`src/rtl/dds_wavegen.sv`:
```
// dds_wavegen: direct-digital-synthesis waveform generator.
// A phase accumulator drives a quarter-wave sine ROM and computed triangle,
// sawtooth and square shapes. Waveform mode switches only at period wraps.
// Optional build macro DDS_AMPLITUDE_EN adds an 8-bit amplitude input and a
// scaling stage around mid-scale (pipeline latency grows from 2 to 3).

// memory: quarter-wave sine ROM with registered read; en low holds the output.
module memory #(
   parameter int    ADDR_BITS  = 7,
   parameter int    DATA_WIDTH = 9,
   parameter string INIT_FILE  = ""
) (
   input  logic                  clk,
   input  logic                  en,
   input  logic [ADDR_BITS-1:0]  addr,
   output logic [DATA_WIDTH-1:0] data
);
   localparam int DEPTH = 2**ADDR_BITS;

   // Entry i = round((2**DATA_WIDTH-1) * sin(pi/2 * i/DEPTH)), evaluated at elaboration.
   function automatic int sine_entry(input int i);
      real x, term, acc;
      x    = 1.5707963267948966 * real'(i) / real'(DEPTH);
      term = x;
      acc  = x;
      for (int k = 1; k <= 10; k++) begin
         term = -term * x * x / real'((2 * k) * (2 * k + 1));
         acc  = acc + term;
      end
      return $rtoi(acc * real'((2**DATA_WIDTH) - 1) + 0.5);
   endfunction

   logic [DATA_WIDTH-1:0] rom [DEPTH];

   generate
      for (genvar gi = 0; gi < DEPTH; gi++) begin : g_rom
         localparam int ENTRY = sine_entry(gi);
         assign rom[gi] = ENTRY[DATA_WIDTH-1:0];
      end
      if (INIT_FILE != "") begin : g_init_file
         $error("memory: table is computed internally; INIT_FILE must be left empty");
      end
   endgenerate

   // Registered ROM read, held while the pipeline is stalled.
   always_ff @(posedge clk) begin
      if (en) data <= rom[addr];
   end
endmodule

module dds_wavegen #(
   parameter int    PHASE_WIDTH    = 16,
   parameter int    LUT_ADDR_BITS  = 7,
   parameter int    LUT_DATA_WIDTH = 9,
   parameter int    OUT_WIDTH      = 10,
   parameter string SINE_PATH      = ""
) (
   input  logic                   clk,
   input  logic                   rst_n,
   input  logic                   en,
   input  logic [PHASE_WIDTH-1:0] tuning_word,
   input  logic [1:0]             mode,
`ifdef DDS_AMPLITUDE_EN
   input  logic [7:0]             amplitude,
`endif
   output logic [OUT_WIDTH-1:0]   out,
   output logic                   out_valid,
   output logic                   period_start
);
   localparam int TOPW = OUT_WIDTH + 1;
   localparam int AW   = OUT_WIDTH + 2;
   localparam logic [OUT_WIDTH-1:0]     MID    = {1'b1, {(OUT_WIDTH-1){1'b0}}};
   localparam logic [OUT_WIDTH-1:0]     MID_M1 = {1'b0, {(OUT_WIDTH-1){1'b1}}};
   localparam logic [OUT_WIDTH-1:0]     FULL   = '1;
   localparam logic [OUT_WIDTH-1:0]     ONE    = {{(OUT_WIDTH-1){1'b0}}, 1'b1};
   localparam logic [LUT_ADDR_BITS-1:0] MAXI   = '1;

   generate
      if (PHASE_WIDTH < LUT_ADDR_BITS + 2 || PHASE_WIDTH < OUT_WIDTH + 1 ||
          LUT_DATA_WIDTH > OUT_WIDTH - 1) begin : g_bad_params
         $error("dds_wavegen: inconsistent width parameters");
      end
   endgenerate

   // ---------------- stage 0: phase accumulator ----------------
   logic [PHASE_WIDTH-1:0] phase_reg;
   logic [1:0]             active_mode_reg;
   logic                   wrap_reg;
   logic [PHASE_WIDTH:0]   phase_sum;

   assign phase_sum = {1'b0, phase_reg} + {1'b0, tuning_word};

   // Advance phase; the carry-out marks a new period and latches the requested mode.
   always_ff @(posedge clk or negedge rst_n) begin
      if (!rst_n) begin
         phase_reg       <= '0;
         active_mode_reg <= 2'd0;
         wrap_reg        <= 1'b0;
      end else if (en) begin
         phase_reg <= phase_sum[PHASE_WIDTH-1:0];
         wrap_reg  <= phase_sum[PHASE_WIDTH];
         if (phase_sum[PHASE_WIDTH]) active_mode_reg <= mode;
      end
   end

   // ---------------- stage 1: ROM address and context ----------------
   logic [1:0]               quad0;
   logic [LUT_ADDR_BITS-1:0] idx0, lut_addr;
   logic [LUT_DATA_WIDTH-1:0] lut_data;
   logic [TOPW-1:0]          top1_reg;
   logic [1:0]               mode1_reg;
   logic                     wrap1_reg, v1_reg;

   assign quad0    = phase_reg[PHASE_WIDTH-1 -: 2];
   assign idx0     = phase_reg[PHASE_WIDTH-3 -: LUT_ADDR_BITS];
   assign lut_addr = quad0[0] ? (MAXI - idx0) : idx0;

   memory #(
      .ADDR_BITS  (LUT_ADDR_BITS),
      .DATA_WIDTH (LUT_DATA_WIDTH),
      .INIT_FILE  (SINE_PATH)
   ) u_sine_rom (
      .clk  (clk),
      .en   (en),
      .addr (lut_addr),
      .data (lut_data)
   );

   // Carry phase top bits, mode and wrap alongside the ROM read so they arrive together.
   always_ff @(posedge clk or negedge rst_n) begin
      if (!rst_n) begin
         top1_reg  <= '0;
         mode1_reg <= 2'd0;
         wrap1_reg <= 1'b0;
         v1_reg    <= 1'b0;
      end else if (en) begin
         top1_reg  <= phase_reg[PHASE_WIDTH-1 -: TOPW];
         mode1_reg <= active_mode_reg;
         wrap1_reg <= wrap_reg;
         v1_reg    <= 1'b1;
      end
   end

   // ---------------- stage 2: waveform shaping ----------------
   logic [1:0]           quad1;
   logic [OUT_WIDTH-1:0] lut_ext, wave_next;
   logic [AW-1:0]        r_a, rm_a, tri_a;

   assign quad1   = top1_reg[OUT_WIDTH -: 2];
   assign lut_ext = OUT_WIDTH'(lut_data);

   // Select the sample for the active mode; triangle is clamped into [1, FULL].
   always_comb begin
      r_a  = AW'(top1_reg[OUT_WIDTH-2:0]);
      rm_a = AW'(MID_M1) - r_a;
      case (quad1)
         2'd0:    tri_a = AW'(MID) + r_a;
         2'd1:    tri_a = AW'(MID) + rm_a;
         2'd2:    tri_a = AW'(MID) - r_a;
         default: tri_a = AW'(MID) - rm_a;
      endcase
      wave_next = MID;
      case (mode1_reg)
         2'd0: wave_next = quad1[1] ? (MID - lut_ext) : (MID + lut_ext);
         2'd1: begin
            if (tri_a[AW-1] || tri_a == '0) wave_next = ONE;
            else if (tri_a[AW-2])            wave_next = FULL;
            else                             wave_next = tri_a[OUT_WIDTH-1:0];
         end
         2'd2:    wave_next = top1_reg[OUT_WIDTH:1];
         default: wave_next = quad1[1] ? '0 : FULL;
      endcase
   end

`ifdef DDS_AMPLITUDE_EN
   logic [OUT_WIDTH-1:0]   raw2_reg, dev, scaled, scaled_next;
   logic [1:0]             mode2_reg;
   logic                   wrap2_reg, v2_reg, up;
   logic [OUT_WIDTH+7:0]   prod;
   logic [OUT_WIDTH-1:0]   out_reg;
   logic                   out_valid_reg, period_start_reg;

   // Register the full-scale sample and its context for the scaling stage.
   always_ff @(posedge clk or negedge rst_n) begin
      if (!rst_n) begin
         raw2_reg  <= MID;
         mode2_reg <= 2'd0;
         wrap2_reg <= 1'b0;
         v2_reg    <= 1'b0;
      end else if (en) begin
         raw2_reg  <= wave_next;
         mode2_reg <= mode1_reg;
         wrap2_reg <= wrap1_reg;
         v2_reg    <= v1_reg;
      end
   end

   // Scale the deviation from mid-scale by amplitude/256; square uses a fixed deviation.
   always_comb begin
      if (mode2_reg == 2'd3) begin
         up  = raw2_reg[OUT_WIDTH-1];
         dev = MID_M1;
      end else begin
         up  = (raw2_reg >= MID);
         dev = up ? (raw2_reg - MID) : (MID - raw2_reg);
      end
      prod        = (OUT_WIDTH+8)'(dev) * (OUT_WIDTH+8)'(amplitude);
      scaled      = prod[OUT_WIDTH+7:8];
      scaled_next = up ? (MID + scaled) : (MID - scaled);
   end

   // Output register: sample, sticky valid, and a period pulse that is dropped while stalled.
   always_ff @(posedge clk or negedge rst_n) begin
      if (!rst_n) begin
         out_reg          <= MID;
         out_valid_reg    <= 1'b0;
         period_start_reg <= 1'b0;
      end else begin
         period_start_reg <= 1'b0;
         if (en) begin
            if (v2_reg) out_reg <= scaled_next;
            out_valid_reg    <= out_valid_reg | v2_reg;
            period_start_reg <= v2_reg & wrap2_reg;
         end
      end
   end
`else
   logic [OUT_WIDTH-1:0] out_reg;
   logic                 out_valid_reg, period_start_reg;

   // Output register: sample, sticky valid, and a period pulse that is dropped while stalled.
   always_ff @(posedge clk or negedge rst_n) begin
      if (!rst_n) begin
         out_reg          <= MID;
         out_valid_reg    <= 1'b0;
         period_start_reg <= 1'b0;
      end else begin
         period_start_reg <= 1'b0;
         if (en) begin
            if (v1_reg) out_reg <= wave_next;
            out_valid_reg    <= out_valid_reg | v1_reg;
            period_start_reg <= v1_reg & wrap1_reg;
         end
      end
   end
`endif

   assign out          = out_reg;
   assign out_valid    = out_valid_reg;
   assign period_start = period_start_reg;
endmodule

```
`config.mk`:
```
export PLATFORM = sky130hd
export DESIGN_NAME = dds_wavegen
export DESIGN_NICKNAME = d
export VERILOG_FILES = /design/src/rtl/dds_wavegen.sv
export SDC_FILE = /design/constraint.sdc
export NUM_CORES = 1
export LEC_CHECK = 0
export CAP_MARGIN = 20
export CORE_MARGIN = 1
export CORE_UTILIZATION = 50
export DETAILED_ROUTE_END_ITERATION = 16
export PLACE_DENSITY = 0.68
export REMOVE_ABC_BUFFERS = 1
export SLEW_MARGIN = 5
export SYNTH_ARGS = -nofsm -noshare
export SYNTH_HDL_FRONTEND = slang
export SYNTH_SLANG_ARGS = --single-unit
```
`constraint.sdc`:
```
create_clock -name clk -period 5.1 [get_ports clk]
set_clock_uncertainty 0.2 [all_clocks]
set_input_delay 0.765 -clock clk [delete_from_list [all_inputs] [get_ports clk]]
set_output_delay 0.765 -clock clk [all_outputs]
set_load 0.005 [all_outputs]
```
==> results.tsv <==
metric	value	unit
status	complete, no violations	
ctsHoldBuffers	0	
place_area	5684	um2
startpoint	phase_reg[14]	
synthArstFlopShare	83.64	%
start_util	51.83	%
rsz0062_at_grt	false	
cts.clk_slew.worst_paths	120	ps
synth.distinct_cells	80	
cp.required	5000	ps
max_slew_margin	32.96	%
grt_max_degree	47	
layout_setup_ws	1708	ps
avgSynthCellArea	8.011	um2
die_x	105.7	um
netlist_area	5375	um2
slew_viol_final	0	
syn_to_final_growth	7.984	%
crit_fanout	14	
final_cell_area	5804	um2
yosys_warnings	0	
synth_seq_area_share	26.47	%
synthFlopType	dfrtp_1	
dp_hpwl	10.80	mm
dpl_worst_slack	1762	ps
grt_overflow_total	0	
drt-total-wl	14.82	mm
drc	0	
num_rows	37	
ys_ff_latch	55	
clockBufferDepth	2	
timing.rr.start	phase_reg[14]	
layout_common_cells	69 x a21oi_1, 67 x nand2_1, 51 x nor2_1	
fmax	0.2948	GHz
hold_path.class	input port to asynchronous set/reset pin	
grt_pass1_vias	4862	
wl_per_cell	18.41	um
fin_tns_setup	0	ps
hold_viol	0	
synth_edf_count	9	
cp-start-kind	flop	
routabilityCongestion	0.9437	
largest_reg_flops	16	
core	10370	um2
fin_crit_sh	66.50	%
vias_per_cell	6.493	
fin_crit	3392	ps
finalSetupViolCount	0	
crit_path_end_kind	flop	
cts_root_buf	clkbuf_8	
cts_tree	built	
grt_pass1_wl	24.69	mm
antennaDiodeCount	0	
vias	5227	
final_nets	719	
pin_count	33	
cts_resized	0	
cts_buffers	5	
cp.arrival	3300	ps
synth_cells	671	
cap_violations	0	
detail_route.iter0.violations	417	
dieArea	11170	um2
globalRouteTotalUtil	27.60	%
drtAntennaViolNets	0	
cts.sinks	55	
worstSetupPathType	flop to flop	
layout_commonest_cell	a21oi_1	
worst_pin_slew	998.4	ps
cts_setup_buffers	0	
antenna_found_initial	0	
hold_ws	99.97	ps
num-fill-cells	989	
insertion_delay	330	ps
cts_htree_levels	2	
die_y	105.7	um
firstDrtPassIters	5	
port_buffers	32	
drive_gt1_share	8.221	%
[routing by layer]
layer	track usage, %	vias up	share of wire [%]
li1	-	2474	-
met1	38.44	2497	45
met2	42.58	218	45
met3	4.515	38	6.2
met4	10.91	0	3.2
met5	0	-	0
[final timing paths]
kind                       cells after the start                  to  slack [ps]
hold / removal                                 1              out[1]         100
max in group asynchronous                      2       phase_reg[13]        4130
setup reg to reg                               8  u_sine_rom.data[3]        1710
min in group clk                               1           out_valid         270
setup / recovery                               8  u_sine_rom.data[3]        1710
hold reg to reg                                1           out_valid         270
[synthesized netlist by cell type, drive strengths merged, types with 7 or more instances]
master	n	share of area, %
ha	29	6.8
a211oi	11	1.6
xor2	11	1.9
nand2	68	4.9
nand3	13	1.2
edfxtp	9	5.0
o211ai	12	1.7
o21ai	38	3.5
a31oi	14	1.6
mux2	18	3.8
buf	28	2.8
nand2b	15	1.9
inv	29	2.0
xnor2	26	4.2
nor2b	10	1.2
nor4	7	0.81
nor2	51	3.6
dfrtp	45	21
clkbuf	25	1.7
nor3	9	0.84
mux2i	17	3.2
a21oi	70	6.6
o21a	7	0.98
[critical path, stage by stage, from the launching register on]
cell and delay (ps):
dfrtp_1 490, xnor2_1 620, inv_1 150, ha_1 670, xor2_1 160, mux2i_1 170
nand2_1 70, and4_1 230, o32ai_1 380
[cell type report]
class | instances | area (um2) | area share, %
sequential | 55 | 1423 | 24.51
timing repair buffer | 43 | 405.4 | 6.984
tap | 136 | 170.2 | 2.932
inverter | 30 | 112.6 | 1.940
multi-input combinational | 533 | 3593 | 61.91
clock buffer | 6 | 82.58 | 1.423
clock inverter | 2 | 17.52 | 0.3018
[metrics by stage]
step                instances  utilization (%)
floorplan                 618                -
global placement          796            54.81
detailed placement        796            54.81
CTS                       804            55.78
global route              805            55.97
finish                    805            55.97
[cells by family (layout without fill, tap and decap cells)]
family,Yosys count,after routing,share of synthesized area (%)
xor gates and xnor gates,37,37,6.169
DFF,55,55,26.47
and+or+nand+nor,205,205,18.69
AOI/OAI and AO/OA,225,225,27.44
muxes,36,36,7.425
buffers and inverters,83,81,6.680
adders and majority gates,30,30,7.123
Power is left out: the tool's default activity adds up to more than one toggle a clock period on the data nets, which glitch-free logic cannot reach.
